### src/rtl/mbox_fetch_sequencer.sv
// Multi-beat address sequencer for the message-box fetch path (valid/ready request channel).
// Define FETCH_OVF_CHK_EN to reject starts whose last beat address would exceed the address space.
module mbox_fetch_sequencer #(
    parameter int ADDR_W   = 32,
    parameter int CNT_W    = 8,
    parameter int STRIDE_W = 16
) (
    input  logic                clk,
    input  logic                rst_n,
    input  logic                start,
    input  logic [ADDR_W-1:0]   base_addr,
    input  logic [CNT_W-1:0]    fetch_count,
    input  logic [STRIDE_W-1:0] stride,
    input  logic                abort,
    output logic                req_valid,
    input  logic                req_ready,
    output logic [ADDR_W-1:0]   req_addr,
    output logic [CNT_W-1:0]    issued,
    output logic                busy,
    output logic                done,
    output logic                aborted,
    output logic                err
);

    typedef enum logic [1:0] {
        ST_IDLE,
        ST_ISSUE,
        ST_FIN
    } state_e;

    state_e                state_q, state_d;
    logic [ADDR_W-1:0]     addr_q, addr_d;
    logic [CNT_W-1:0]      count_q, count_d;
    logic [CNT_W-1:0]      issued_q, issued_d;
    logic [STRIDE_W-1:0]   stride_q, stride_d;
    logic                  valid_q, valid_d;
    logic                  busy_q, busy_d;
    logic                  done_q, done_d;
    logic                  aborted_q, aborted_d;
    logic                  err_q, err_d;
    logic                  reject;
    logic [ADDR_W-1:0]     stride_ext;

    assign stride_ext = ADDR_W'(stride_q);

`ifdef FETCH_OVF_CHK_EN
    // Wide enough that base + (count-1)*stride can never wrap.
    localparam int PROD_W = ADDR_W + CNT_W + STRIDE_W + 1;
    logic [PROD_W-1:0] last_addr;
    logic [CNT_W-1:0]  count_m1;

    always_comb begin
        count_m1  = fetch_count - CNT_W'(1);
        last_addr = PROD_W'(base_addr) + PROD_W'(count_m1) * PROD_W'(stride);
        reject    = (fetch_count != '0) && (last_addr > PROD_W'({ADDR_W{1'b1}}));
    end
`else
    assign reject = 1'b0;
`endif

    always_comb begin
        state_d   = state_q;
        addr_d    = addr_q;
        count_d   = count_q;
        stride_d  = stride_q;
        issued_d  = issued_q;
        aborted_d = 1'b0;
        err_d     = 1'b0;

        case (state_q)
            ST_IDLE: begin
                if (start) begin
                    if (reject) begin
                        err_d = 1'b1;
                    end else begin
                        addr_d   = base_addr;
                        count_d  = fetch_count;
                        stride_d = stride;
                        issued_d = '0;
                        state_d  = (fetch_count == '0) ? ST_FIN : ST_ISSUE;
                    end
                end
            end
            ST_ISSUE: begin
                // req_valid is always high here, so req_ready alone marks a handshake.
                if (req_ready) begin
                    issued_d = issued_q + CNT_W'(1);
                    addr_d   = addr_q + stride_ext;
                end
                if (abort) begin
                    state_d   = ST_IDLE;
                    aborted_d = 1'b1;
                end else if (req_ready && (issued_d == count_q)) begin
                    state_d = ST_FIN;
                end
            end
            ST_FIN: begin
                state_d = ST_IDLE;
            end
            default: begin
                state_d = ST_IDLE;
            end
        endcase

        // Outputs are registered copies of the next-state decode.
        valid_d = (state_d == ST_ISSUE);
        busy_d  = (state_d != ST_IDLE);
        done_d  = (state_d == ST_FIN);
    end

    always_ff @(posedge clk or negedge rst_n) begin
        if (!rst_n) begin
            state_q   <= ST_IDLE;
            addr_q    <= '0;
            count_q   <= '0;
            stride_q  <= '0;
            issued_q  <= '0;
            valid_q   <= 1'b0;
            busy_q    <= 1'b0;
            done_q    <= 1'b0;
            aborted_q <= 1'b0;
            err_q     <= 1'b0;
        end else begin
            state_q   <= state_d;
            addr_q    <= addr_d;
            count_q   <= count_d;
            stride_q  <= stride_d;
            issued_q  <= issued_d;
            valid_q   <= valid_d;
            busy_q    <= busy_d;
            done_q    <= done_d;
            aborted_q <= aborted_d;
            err_q     <= err_d;
        end
    end

    assign req_valid = valid_q;
    assign req_addr  = addr_q;
    assign issued    = issued_q;
    assign busy      = busy_q;
    assign done      = done_q;
    assign aborted   = aborted_q;
    assign err       = err_q;

endmodule

### config.mk
export PLATFORM = sky130hd
export DESIGN_NAME = mbox_fetch_sequencer
export DESIGN_NICKNAME = d
export VERILOG_FILES = /design/src/rtl/mbox_fetch_sequencer.sv
export SDC_FILE = /design/constraint.sdc
export NUM_CORES = 1
export LEC_CHECK = 0
export CORE_ASPECT_RATIO = 2
export CORE_UTILIZATION = 40
export CTS_CLUSTER_DIAMETER = 40
export CTS_CLUSTER_SIZE = 25
export DETAILED_ROUTE_END_ITERATION = 8
export PLACE_DENSITY = 0.67
export SETUP_SLACK_MARGIN = 0.1
export SYNTH_ARGS = -nofsm -noshare
export SYNTH_HDL_FRONTEND = slang
export SYNTH_SLANG_ARGS = --single-unit
### constraint.sdc
create_clock -name clk -period 7.75 [get_ports clk]
set_clock_uncertainty 0.2 [all_clocks]
set_input_delay 1.1625 -clock clk [delete_from_list [all_inputs] [get_ports clk]]
set_output_delay 1.1625 -clock clk [all_outputs]
set_load 0.05 [all_outputs]
==> results of run 1 <==
## power breakdown
| group | internal [mW] | total (mW) | switching [mW] |
|---|---|---|---|
| combinational | 0.638 | 1.68 | 1.04 |
| clock | 0.232 | 0.378 | 0.146 |
| sequential | 0.529 | 0.694 | 0.165 |
| total | 1.40 | 2.75 | 1.35 |
## worst paths after layout
kind / slack (ns) / start / to / cells past startpoint
max: 3.77 / req_ready / req_addr[31]$_DFFE_PN0P_ / 7
max reg2reg: 4.39 / req_addr[0]$_DFFE_PN0P_ / req_addr[28]$_DFFE_PN0P_ / 10
max in group asynchronous: 5.91 / rst_n / req_addr[13]$_DFFE_PN0P_ / 2
min: 0.28 / stride_q[4]$_DFFE_PN0P_ / stride_q[4]$_DFFE_PN0P_ / 2
min in group asynchronous: 0.84 / rst_n / req_addr[25]$_DFFE_PN0P_ / 2
min reg2reg: 0.28 / stride_q[4]$_DFFE_PN0P_ / stride_q[4]$_DFFE_PN0P_ / 2
## area by class of cell
| type | count | share of cell area |
|---|---|---|
| clock buffers | 14 | 0.04675 |
| inverters | 8 | 0.005318 |
| multi-input cells | 393 | 0.4168 |
| repair buffers | 109 | 0.1901 |
| flip-flops and latches | 70 | 0.3102 |
| clock inverters | 1 | 0.0008863 |
| well taps | 135 | 0.02991 |
## state kept, by name, indices dropped and copies added, names as in the netlist
register and cells:
aborted 1, busy 1, count_q 8, req_valid 1
done 1, stride_q 16, state_q 2, req_addr 32
issued 8
## through the flow
stage / cells / utilization
floorplan: 495 / -
detailed placement: 715 / 0.5265
CTS: 730 / 0.5528
global route: 730 / 0.5528
finish: 730 / 0.5528
global placement: 715 / 0.5265
## worst max-delay path, cell delays in order
cell,delay [ns]
clkdlybuf4s50_1,0.69
nand2_1,0.15
a21oi_2,0.16
buf_4,0.31
nand2_1,0.83
o311a_1,0.41
a211o_1,0.26
## cell usage after synthesis (2+ instances only)
cell and count:
o311ai_0 2, ha_1 17, dfrtp_1 70, xor2_1 10, and2_1 2, a311o_1 2, o22ai_1 5, o21ai_0 27
o211ai_1 2, nand3_1 12, a22o_1 11, nand2b_1 3, a31oi_1 11, mux2_2 3, a211oi_1 6, and3_1 14
nor2b_1 7, clkbuf_1 20, or4_1 4, mux2i_1 2, nand2_1 118, xnor2_1 13, inv_1 8, nor2_1 29
nor4_1 3, nand4_1 4, a21oi_1 33, o32ai_1 5, a21o_1 7, or3_1 5, nor3_1 8, a211o_1 2
## cell families after synthesis
kind of cell,Yosys count,share of synthesized area
AND/OR/NAND/NOR,215,0.2286
AO/OA/AOI/OAI,131,0.2099
flip-flops,70,0.4140
buffers and inverters,32,0.03134
XOR/XNOR,23,0.04760
adder cells (fa/ha/maj),18,0.05500
multiplexers,5,0.01271
other,1,0.0008862
## routing by layer
metal	track usage	vias up	routed length, um
li1	-	1959	-
met1	0.2617	1966	4536
met2	0.4180	127	6637
met3	0.03272	27	546
met4	0.1236	0	410
met5	0	-	0
==> impl_metrics.json, run 1 <==
{
  "status": "finished clean",
  "ys_types": 62,
  "drt_drc_violations_left": 0,
  "worst_pin_slew_ns": 1.301,
  "core_sq_um": 10210,
  "critPathKind": "input pin to flop",
  "worstPathRequired_ns": 7.77,
  "worstSkewPairLatency_ns": 0.34,
  "cts_resized": 0,
  "powerDensity_nw_per_um2": 486.9,
  "final_nets": 670,
  "synth-main-ff-cell": "dfrtp_1",
  "critPathCaptureType": "flop",
  "drive_gt1_frac": 0.05210,
  "final-seq-area_sq_um": 1752,
  "clock-sinks": 70,
  "multiInputGateArea_sq_um": 2354,
  "cts_tree": "yes",
  "num_rows": 52,
  "setup_viol": 0,
  "rsz0062_at_grt": "false",
  "htreeDepth": 3,
  "period_minus_slack_ns": 3.980,
  "ios": 106,
  "grt_antenna_before_repair": 0,
  "overflow": 0,
  "synth_edf_count": 0,
  "die_w_um": 74.73,
  "async_flop_share": 1.000,
  "synth_area_leaders": "dfrtp_1, nand2_1, ha_1",
  "crit_path_max_fanout": 35,
  "drv_slew": 0,
  "dpl.hpwl_mm": 8.789,
  "fin_crit_sh": 0.5135,
  "dpl_cell_area_sq_um": 5378,
  "synth-seq-cells": 70,
  "synth_warnings": 0,
  "final_cell_mix": "nand2_1, clkdlybuf4s50_1, dfrtp_1, a21oi_1, nor2_1",
  "numCtsBuffers": 9,
  "n_fill_cell": 996,
  "ir_worst_vdd_mv": 0.2570,
  "die_h_um": 147.5,
  "diodes": 0,
  "initial_core_util": 0.4143,
  "netlist_instances": 495,
  "cts_setup_buffers": 0,
  "max-slew-margin-rel": 0.1303,
  "gr-usage-all-layers": 0.2357,
  "cts.clk_slew.worst_paths_ns": 0.05,
  "ant_nets": 0,
  "cts_hold_buf": 0,
  "area_growth_pct": 33.44,
  "synth_seq_area_share": 0.4140,
  "crit_path_start_kind": "input pin",
  "hold_ws_ns": 0.2821,
  "finalHoldViolCount": 0,
  "final_area_sq_um": 5647,
  "drt_pass1_iterations": 4,
  "drtIter0Drc": 283,
  "synth_top_area_share": 0.4140,
  "leakagePower_nw": 2.533,
  "drt_wl_total_mm": 12.13,
  "hold_path_class": "flop to flop",
  "worst_slack_ns": 3.770,
  "syn_nets": 574,
  "grt_start_max_net_pins": 71,
  "dp_slack_ns": 3.467,
  "fmaxAchievable_ghz": 0.2513,
  "port_buffers": 104,
  "post_drt_via_cell_ratio": 5.588,
  "layout_commonest_cell": "nand2_1",
  "fin_tns_setup_ns": 0,
  "cts.path.max_buffers": 2,
  "cp.arrival_ns": 4.00,
  "syn_area_per_cell_sq_um": 8.549,
  "synth_area_leader_cell": "dfrtp_1",
  "grt_pass1_wl_mm": 19.60,
  "fin_total_pwr_mw": 2.749,
  "synthesis.area_sq_um": 4232,
  "die-area_sq_um": 11020,
  "wl_per_cell_um": 16.62,
  "drv_cap": 0,
  "num_vias": 4079,
  "cts_root_buffer": "clkbuf_16",
  "grt_pass1_vias": 4121,
  "gp_congestion": 0.8669
}
(Power assumes the default switching activity.)
==> run 2, diff against run 1 <==
==> constraint.sdc (replaced) <==
create_clock -name clk -period 3.71 [get_ports clk]
set_clock_uncertainty 0.2 [all_clocks]
set_input_delay 0.5565 -clock clk [delete_from_list [all_inputs] [get_ports clk]]
set_output_delay 0.5565 -clock clk [all_outputs]
set_load 0.05 [all_outputs]
==> impl_metrics.json, run 2 (same netlist as run 1, synthesis figures left out) <==
{
  "status": "finished clean",
  "die_w_um": 74.73,
  "dp.cells": 720,
  "powerDensity_nw_per_um2": 1041,
  "fmaxAchievable_ghz": 0.3146,
  "cts.clk_slew.worst_paths_ns": 0.06,
  "clockPowerShare": 0.169,
  "dp_slack_ns": 0.5426,
  "grt_pass1_vias": 4137,
  "dpl.hpwl_mm": 8.903,
  "crit_path_start_kind": "flop",
  "grt_pass1_wl_mm": 19.51,
  "worst_pin_slew_ns": 0.9194,
  "hold_path_class": "input pin to asynchronous set/reset pin",
  "r2r-end": "req_addr[28]$_DFFE_PN0P_",
  "layout_commonest_cell": "nand2_1",
  "reg2reg_depth": 10,
  "critPathCaptureType": "flop",
  "clock-sinks": 70,
  "drt_pass1_iterations": 5,
  "drtIter0Drc": 228,
  "fin_crit_sh": 0.8568,
  "cts_root_buffer": "clkbuf_16",
  "rr_startpoint": "req_addr[0]$_DFFE_PN0P_",
  "fin_tns_setup_ns": 0,
  "r2r_slack_ns": 0.53,
  "crit_end": "req_addr[28]$_DFFE_PN0P_",
  "drt_drc_violations_left": 0,
  "drive_gt1_frac": 0.06323,
  "critPathKind": "flop to flop",
  "drt_wl_total_mm": 12.24,
  "ios": 106,
  "grt_antenna_before_repair": 0,
  "p_int_mw": 3.148,
  "cts_setup_buffers": 0,
  "drv_slew": 0,
  "worstPathRequired_ns": 3.75,
  "cp.arrival_ns": 3.22,
  "crit_path_max_fanout": 11,
  "final_cells": 736,
  "final_util": 0.5644,
  "largest_register_ffs": 32,
  "overflow": 0,
  "gr-usage-all-layers": 0.2343,
  "setup_viol": 0,
  "gp_congestion": 0.8217,
  "final_area_sq_um": 5766,
  "switchingPower_mw": 2.855,
  "max-slew-margin-rel": 0.3871,
  "switching_share": 0.4756,
  "die_h_um": 147.5,
  "hold_ws_ns": 0.2290,
  "wl_per_cell_um": 16.63,
  "ant_nets": 0,
  "cts.path.max_buffers": 2,
  "worstSetupStartpoint": "req_addr[0]$_DFFE_PN0P_",
  "grt_start_max_net_pins": 71,
  "final_nets": 675,
  "diodes": 0,
  "n_fill_cell": 974,
  "num_rows": 52,
  "cts_hold_buf": 0,
  "rsz0062_at_grt": "false",
  "p_comb_frac": 0.590,
  "htreeDepth": 3,
  "fin_total_pwr_mw": 6.003,
  "initial_core_util": 0.4143,
  "cts_tree": "yes",
  "crit_slowest_cell": "or3_1",
  "area_growth_pct": 36.25,
  "finalHoldViolCount": 0,
  "cts_resized": 0,
  "ir_worst_vdd_mv": 0.5391,
  "post_drt_via_cell_ratio": 5.549,
  "final_cell_mix": "nand2_1, clkdlybuf4s50_1, dfrtp_1, a21oi_1, nor2_1",
  "num_vias": 4084,
  "pwr-share-seq": 0.241,
  "period_minus_slack_ns": 3.179,
  "die-area_sq_um": 11020,
  "leakagePower_nw": 2.595,
  "worstSkewPairLatency_ns": 0.33,
  "dpl_cell_area_sq_um": 5415,
  "numCtsBuffers": 9,
  "port_buffers": 104,
  "crit_chain": "ha_1 -> inv_1 -> fa_1 -> nor2b_1 -> o31a_2 -> o21ai_2 -> o41ai_4 -> a31oi_1 -> or3_1 -> a211oi_1",
  "drv_cap": 0,
  "worst_slack_ns": 0.5312,
  "core_sq_um": 10210,
  "critPathMaxStageDelay_ns": 0.45
}
run 2: power by group through the flow:
stage	Sequential, mW	Combinational [mW]	Clock (mW)
6_report	1.45	3.54	1.01
5_1_grt	1.49	3.86	1.06
4_1_cts	1.45	3.56	1.03
3_5_place_dp	1.46	3.53	0
3_3_place_gp	1.44	3.47	0
2_1_floorplan	2.03	1.90	0
run 2: how the worst min path moves through the flow:
stage                            startpoint  slack [ns]                  endpoint  depth (start not counted)
floorplan                             rst_n        0.06         aborted$_DFF_PN0_                          0
global placement    stride_q[5]$_DFFE_PN0P_        0.26   stride_q[5]$_DFFE_PN0P_                          2
detailed placement  stride_q[4]$_DFFE_PN0P_        0.27   stride_q[4]$_DFFE_PN0P_                          2
CTS                                   rst_n        0.27  req_addr[25]$_DFFE_PN0P_                          2
global route        stride_q[8]$_DFFE_PN0P_        0.29   stride_q[8]$_DFFE_PN0P_                          2
finish                                rst_n        0.23  req_addr[25]$_DFFE_PN0P_                          2
run 2: layout make-up:
type | count | area, sq um | share of cell area
multi-input combinational | 393 | 2354 | 0.4082
clock inverter | 3 | 90.09 | 0.01562
timing repair buffer | 114 | 1111 | 0.1927
clock buffer | 13 | 260.3 | 0.04514
inverter | 8 | 30.03 | 0.005208
tap | 135 | 168.9 | 0.02930
sequential | 70 | 1752 | 0.3038
run 2: critical path, delay by kind of cell, from the launching register on:
kind / cells / cell delay, ns
compound gates: 5 / 1.25
fa+ha+maj: 2 / 0.56
buf+inv: 1 / 0.06
flops: 1 / 0.37
simple gates: 2 / 0.65
run 2: metal layers:
metal | wire length, um | vias up | track usage
met2 | 6744 | 127 | 0.4167
met5 | 0 | - | 0
met3 | 501 | 26 | 0.03204
met4 | 454 | 0 | 0.1160
met1 | 4539 | 1956 | 0.2625
li1 | - | 1975 | -
